--- src/rtl/fp64_product_capture_fifo.sv ---
// fp64_product_capture_fifo
//   Capture stage that sits behind the combinational fp64 multiplier. Each
//   product offered on the input handshake is classified (NaN, Inf, zero,
//   subnormal, or normal) and stored together with its class in a small
//   first-word-fall-through FIFO. Products offered while the FIFO is full are
//   refused, and a saturating counter records how many were refused.
//
// Parameters
//   DEPTH  FIFO entries (power of two, >= 2)
//   W      product width; classification assumes IEEE-754 binary64 (64)
//
// Ports
//   clk         system clock, rising edge
//   rst         synchronous active-high reset
//   in_valid    in_product carries a product to capture
//   in_ready    FIFO can accept a product this cycle
//   in_product  multiplier final product
//   out_valid   head entry available
//   out_ready   consumer takes the head entry this cycle
//   out_data    head product
//   out_class   head class {nan,inf,zero,sub}; all zero means normal
//   count       number of entries held
//   drop_cnt    saturating count of refused products
module fp64_product_capture_fifo #(
  parameter int DEPTH = 4,
  parameter int W     = 64
) (
  input  logic                     clk,
  input  logic                     rst,
  input  logic                     in_valid,
  output logic                     in_ready,
  input  logic [W-1:0]             in_product,
  output logic                     out_valid,
  input  logic                     out_ready,
  output logic [W-1:0]             out_data,
  output logic [3:0]               out_class,
  output logic [$clog2(DEPTH):0]   count,
  output logic [7:0]               drop_cnt
);

  localparam int AW = $clog2(DEPTH);
  localparam logic [AW:0] FULL_COUNT = (AW+1)'(DEPTH);

  logic [W-1:0]  data_mem  [DEPTH];
  logic [3:0]    class_mem [DEPTH];
  logic [AW-1:0] rd_ptr;
  logic [AW-1:0] wr_ptr;

  logic [10:0] exp_field;
  logic [51:0] frac_field;
  logic        exp_max;
  logic        exp_zero;
  logic        frac_zero;
  logic [3:0]  in_class;
  logic        push;
  logic        pop;

  // Classification works on the raw exponent/fraction fields; the sign bit
  // plays no part, so -0 is zero and -Inf is Inf.
  assign exp_field  = in_product[62:52];
  assign frac_field = in_product[51:0];
  assign exp_max    = (exp_field == 11'h7FF);
  assign exp_zero   = (exp_field == 11'h000);
  assign frac_zero  = (frac_field == 52'd0);
  assign in_class   = {exp_max & ~frac_zero,
                       exp_max &  frac_zero,
                       exp_zero & frac_zero,
                       exp_zero & ~frac_zero};

  // Flow control comes purely from the registered occupancy, so in_ready has
  // no combinational dependence on out_ready. A full FIFO refuses the
  // product even when the consumer pops on the same edge.
  assign in_ready  = (count != FULL_COUNT);
  assign out_valid = (count != '0);
  assign push      = in_valid & in_ready & ~rst;
  assign pop       = out_valid & out_ready & ~rst;

  // First-word-fall-through: the head entry is always presented directly
  // from storage at the read pointer.
  assign out_data  = data_mem[rd_ptr];
  assign out_class = class_mem[rd_ptr];

  // Storage is deliberately left unreset; the contents only matter while
  // out_valid marks them as held.
  always_ff @(posedge clk) begin
    if (push) begin
      data_mem[wr_ptr]  <= in_product;
      class_mem[wr_ptr] <= in_class;
    end
  end

  // Pointers wrap naturally because DEPTH is a power of two. Occupancy only
  // moves when exactly one of push/pop happens.
  always_ff @(posedge clk) begin
    if (rst) begin
      rd_ptr <= '0;
      wr_ptr <= '0;
      count  <= '0;
    end else begin
      if (push) wr_ptr <= wr_ptr + 1'b1;
      if (pop)  rd_ptr <= rd_ptr + 1'b1;
      if (push && !pop)      count <= count + 1'b1;
      else if (pop && !push) count <= count - 1'b1;
    end
  end

  // Refused products are counted once per cycle and the counter sticks at
  // its maximum until the next reset.
  always_ff @(posedge clk) begin
    if (rst) begin
      drop_cnt <= 8'd0;
    end else if (in_valid && !in_ready && drop_cnt != 8'hFF) begin
      drop_cnt <= drop_cnt + 8'd1;
    end
  end

endmodule

--- config.mk ---
export PLATFORM = sky130hd
export DESIGN_NAME = fp64_product_capture_fifo
export DESIGN_NICKNAME = d
export VERILOG_FILES = /design/src/rtl/fp64_product_capture_fifo.sv
export SDC_FILE = /design/constraint.sdc
export NUM_CORES = 1
export LEC_CHECK = 0
export CAP_MARGIN = 20
export CORE_MARGIN = 3
export CORE_UTILIZATION = 55
export CTS_BUF_LIST = sky130_fd_sc_hd__clkbuf_2 sky130_fd_sc_hd__clkbuf_4 sky130_fd_sc_hd__clkbuf_8
export DETAILED_ROUTE_END_ITERATION = 10
export DONT_BUFFER_PORTS = 1
export PLACE_DENSITY = 0.72
export SETUP_SLACK_MARGIN = 0.3
export SYNTH_ARGS = -nofsm -noshare
export SYNTH_HDL_FRONTEND = slang
export SYNTH_SLANG_ARGS = --single-unit
--- constraint.sdc ---
create_clock -name clk -period 2.6 [get_ports clk]
set_input_delay 0.39 -clock clk [delete_from_list [all_inputs] [get_ports clk]]
set_output_delay 0.39 -clock clk [all_outputs]
set_load 0.05 [all_outputs]
Yosys cells after proc, flatten, opt, wreduce, memory -nomap -nowiden
Memories as Yosys holds them, arrays and structs flattened. A register that Yosys moved wholly into a read port is not among the register bits.
Cells that the tools add are included.
- add/subtract/negate cells: 5
- bitwise logic cells: 10
- eq/ne operators: 3
- reductions and logical operators: 11
- multiplexer cells: 8
- operators by type and width (cell ; number):
    $logic_not A52 Y1 ; 1
    $eq A11 B11 Y1 const B ; 1
    $logic_not A11 Y1 ; 1
    $add A8 B1 Y8 const B ; 1
    $and A1 B1 Y1 ; 8
    $mux W2 ; 4
    $ne A8 B8 Y1 const B ; 1
    $mux W3 ; 2
    $add A2 B1 Y2 const B ; 2
    $logic_and A1 B1 Y1 ; 4
    $add A3 B1 Y3 const B ; 1
    $logic_not A1 Y1 ; 3
    $ne A3 B3 Y1 const B ; 1
    $reduce_bool A3 Y1 ; 1
    $sub A3 B1 Y3 const B ; 1
    $mux W1 ; 2
    $not A1 Y1 ; 2
    $reduce_bool A2 Y1 ; 1
- output and inout port bits: 81
- register bits after elaboration: 15
- bits in writable memories: 272
- memories: 2
- input bits: 68
- word-level logic and storage cells: 43
- memory list (name ; depth ; width ; read ports ; clocked after Yosys merged registers in ; wr ports ; line ; source):
    data_mem ; 4 ; 64 ; 1 ; 1 ; 1 ; 44 ; logic [W-1:0] data_mem [DEPTH];
    class_mem ; 4 ; 4 ; 1 ; 1 ; 1 ; 45 ; logic [3:0] class_mem [DEPTH];

Depth between registers and ports, before layout
- depth after elaboration: 7
- depth in mapped cells: 9
- gate-level depth less buffers: 9

Worst setup path after synthesis
No wires, ideal clock.
- path kind: register to register
- start: register count[0]
- end: memory class_mem[0][0] (enable)
- period minus slack after synthesis: 3.550 ns
- required time: 2.167 ns
- buffers on the path: 0
- setup time: 0.433 ns
- slack: -0.950 ns
- data arrival time: 3.117 ns
- stages on the path, launching flop included: 5
- cell sequence: dfxtp_1 or3b_2 nand2_1 nor2_1 and2_1
- word-level cells in the longest chain between the ends: 5
- ends and longest elaborated chain (what ; line ; source):
    start: declaration ; 37 ; output logic [$clog2(DEPTH):0] count,
    start signal: assignment ; 102 ; if (push && !pop) count <= count + 1'b1;
    start signal: assignment ; 103 ; else if (pop && !push) count <= count - 1'b1;
    $ne A3 B3 Y1 ; 73 ; assign in_ready = (count != FULL_COUNT);
    net in_ready ; 31 ; output logic in_ready,
    $and A1 B1 Y1 (2 in series) ; 75 ; assign push = in_valid & in_ready & ~rst;
    net push ; 55 ; logic push;
    $mux W1 ; 86 ; if (push) begin
    $mux W1 (implied by the code) ; 88 ; class_mem[wr_ptr] <= in_class;
    end: declaration ; 45 ;
The timed path passes the listed nets, and every way through them passes these cells.

==> qor.yml <==
pwr:
  leakagePower_nw: 4.16
  p_per_area_mw_per_mm2: 886
  peakVddDrop_v: 0.000755
floorplanning:
  coreArea_mm2: 0.0190
  dieArea_mm2: 0.0214
  die_w_um: 146
  initial_utilization: 0.569
  die_h_um: 146
  rows: 50
  io_pins: 149
critical_path:
  endpoint_kind: "primary output"
  arrival_ns: 1.93
  crit_buf_inv: 2
  cpPeakStageDelay_ns: 0.67
  cp_cell_sequence: "buf_8 -> clkbuf_16 -> mux4_2"
  crit_fanout: 4
  startpoint_type: "flip-flop"
  critPathKind: "flip-flop to primary output"
  slowest_stage: "mux4_2"
  cp_top_family: "multiplexers"
  worst_ep_required_time_ns: 2.21
  rrSetupSlack_ns: 0.31
sta:
  post-route-period-util: 0.891
  finalClockSkew_ns: 0.0319
  tns_ns: 0
  drv_slew: 0
  max-slew-margin-rel: 0.597
  setup_violations: 0
  max_freq_mhz: 432
  rsz0062_at_grt: "yes"
  hold_violations: 0
  tightest_slew_ns: 0.603
  finalCriticalPeriod_ns: 2.32
synthesis:
  async_flop_share: 0
  postSynthAreaPerCell_um2: 22.7
  yosysWarnings: 0
  syn-cell-area_mm2: 0.0108
  synth-seq-cells: 289
  yosys.area.top_type: "edfxtp_1"
  ys_seq_area_frac: 0.786
  netlist_instances: 477
  synth_ff_type: "edfxtp_1"
  yosys.cell_count.top_type: "edfxtp_1"
  synth_top_area_share: 0.754
  synth_common_cells: "272 x edfxtp_1, 68 x mux4_2, 17 x dfxtp_1"
  synth_nets: 552
  ys_top_cells_by_area: "edfxtp_1 75%, mux4_2 14%, dfxtp_1 3.1%, nor4_1 0.87%, ha_1 0.69%"
  synth_edf_count: 272
  synth.distinct_cells: 40
job:
  maxCapViolations: 0
grt:
  antenna_found_initial: 0
  grtUsageMet1: 0.277
  grt.overflow.total: 0
  top_usage_layer: "met2"
  grt_max_degree: 69
  grt_first_pass_wirelength_mm: 34.3
  met3_usage: 0.0639
  grt_pass1_vias: 5795
  grt_usage: 0.211
  met2_usage: 0.345
drt:
  dr.pass1.iters: 4
  drt_drc_violations_left: 0
  ant_nets: 0
  wl_per_cell_um: 24.7
  drt_wl_total_mm: 22.1
  drt_iter0_drc: 322
  num_vias: 5226
  drt-vias-per-instance: 5.83
clocking:
  cts_tree: "done"
  cts_root_buffer: "clkbuf_8"
  worst_skew_pair.late_latency_ns: 0.55
  cts_sinks: 289
  clkTransAtPathRegs_ns: 0.07
  cts_buffers: 44
  clock_path_buffers: 3
  cts_max_level: 2
layout:
  final_net_count: 679
  drive_gt1_frac: 0.302
  syn_to_final_growth_pct: 21.0
  instances_no_fill: 896
  antennaDiodeCount: 0
place:
  portBuffers: 0
  dp.cells: 740
  place_hpwl_mm: 12.4
  routabilityCongestion: 0.737
worst_hold_path:
  min_path_type: "input port to flip-flop"
outcome:
  status: "finished, final reports clean"
[stage by stage]
| stage | power, mW | setup WS (ns) | hold WS [ns] | area (um^2) | util |
|---|---|---|---|---|---|
| after floorplan | 7.49 | 0.306 | 0.468 | 10900 | - |
| after global placement | 7.83 | 0.381 | 0.453 | 11400 | 0.598 |
| after detailed placement | 7.87 | 0.280 | 0.456 | 11400 | 0.598 |
| after CTS | 11.7 | 0.247 | 0.0503 | 13000 | 0.685 |
| after global routing | 12.1 | 0.220 | 0.105 | 13100 | 0.689 |
| final | 11.6 | 0.283 | 0.0886 | 13100 | 0.689 |
[worst reg2reg max path: stages, from the launching register on]
cell and delay [ns]:
dfxtp_4 0.41, or3_4 0.41, nand3b_1 0.13, ha_2 0.20, inv_1 0.06, fa_1 0.38
xor2_1 0.17, or3_1 0.31, a21oi_1 0.13
[worst paths after layout]
| kind | startpoint | depth (start not counted) | endpoint |
|---|---|---|---|
| hold / removal | in_valid | 3 | wr_ptr[1]$_SDFFE_PP0P_ |
| setup / recovery | flip-flop | 3 | out_data[59] |
| setup reg to reg | count[2]$_SDFFE_PP0P_ | 8 | count[2]$_SDFFE_PP0P_ |
| hold reg to reg | wr_ptr[1]$_SDFFE_PP0P_ | 2 | wr_ptr[1]$_SDFFE_PP0P_ |
[per-layer routing]
metal / routed length (um) / vias to the layer above
met2: 11300 / 190
met5: 0 / -
met4: 428 / 0
li1: - / 2283
met3: 1810 / 32
met1: 8560 / 2721
[report_power, final]
group	switching [mW]	internal [mW]	leakage [nW]
logic	1.66	0.839	1.12
clock network	1.63	1.90	0.449
registers	0.163	5.41	2.60
[registers in the layout (all words and copies together) (netlist names), named ones only]
register	flops
class_mem	16
count	3
data_mem	256
rd_ptr	2
drop_cnt	8
wr_ptr	2
[logic make-up after synthesis]
logic type,Yosys count,share of synthesized area
XOR/XNOR,6,0.00485
buffers and inverters,21,0.00994
AND/OR/NAND/NOR,70,0.0385
adder cells (fa/ha/maj),7,0.00878
multiplexers,73,0.147
flip-flops,289,0.786
AO/OA/AOI/OAI,11,0.00578
[layout make-up]
cell class              count  area [um^2]
repair buffers             99         1150
clock inverters            15         72.6
multi-input cells         167         2240
clock buffers              63          767
inverters                   3         11.3
well taps                 260          325
flip-flops and latches    289         8530
fillers                  1232         5920
[timing repair]
action | CTS | global route
resized for setup | 11 | 4
pin swaps | 0 | 2
endpoints found under the setup margin | 68 | 65
buffers inserted | 6 | 2
gates cloned | 2 | 2
endpoints found under the hold margin | 272 | 0
hold buffers | 66 | 0
[layout by cell type, fill, tap and decap left out, types with 10 or more instances in the layout]
master and count:
edfxtp_1 272, clkbuf_8 47, mux4_2 68, buf_4 13, dfxtp_1 12, nor4_1 15, buf_12 10, dlygate4sd3_1 66
nor2_1 13, clkbuf_4 16
Power figures use the tool's default switching activity.
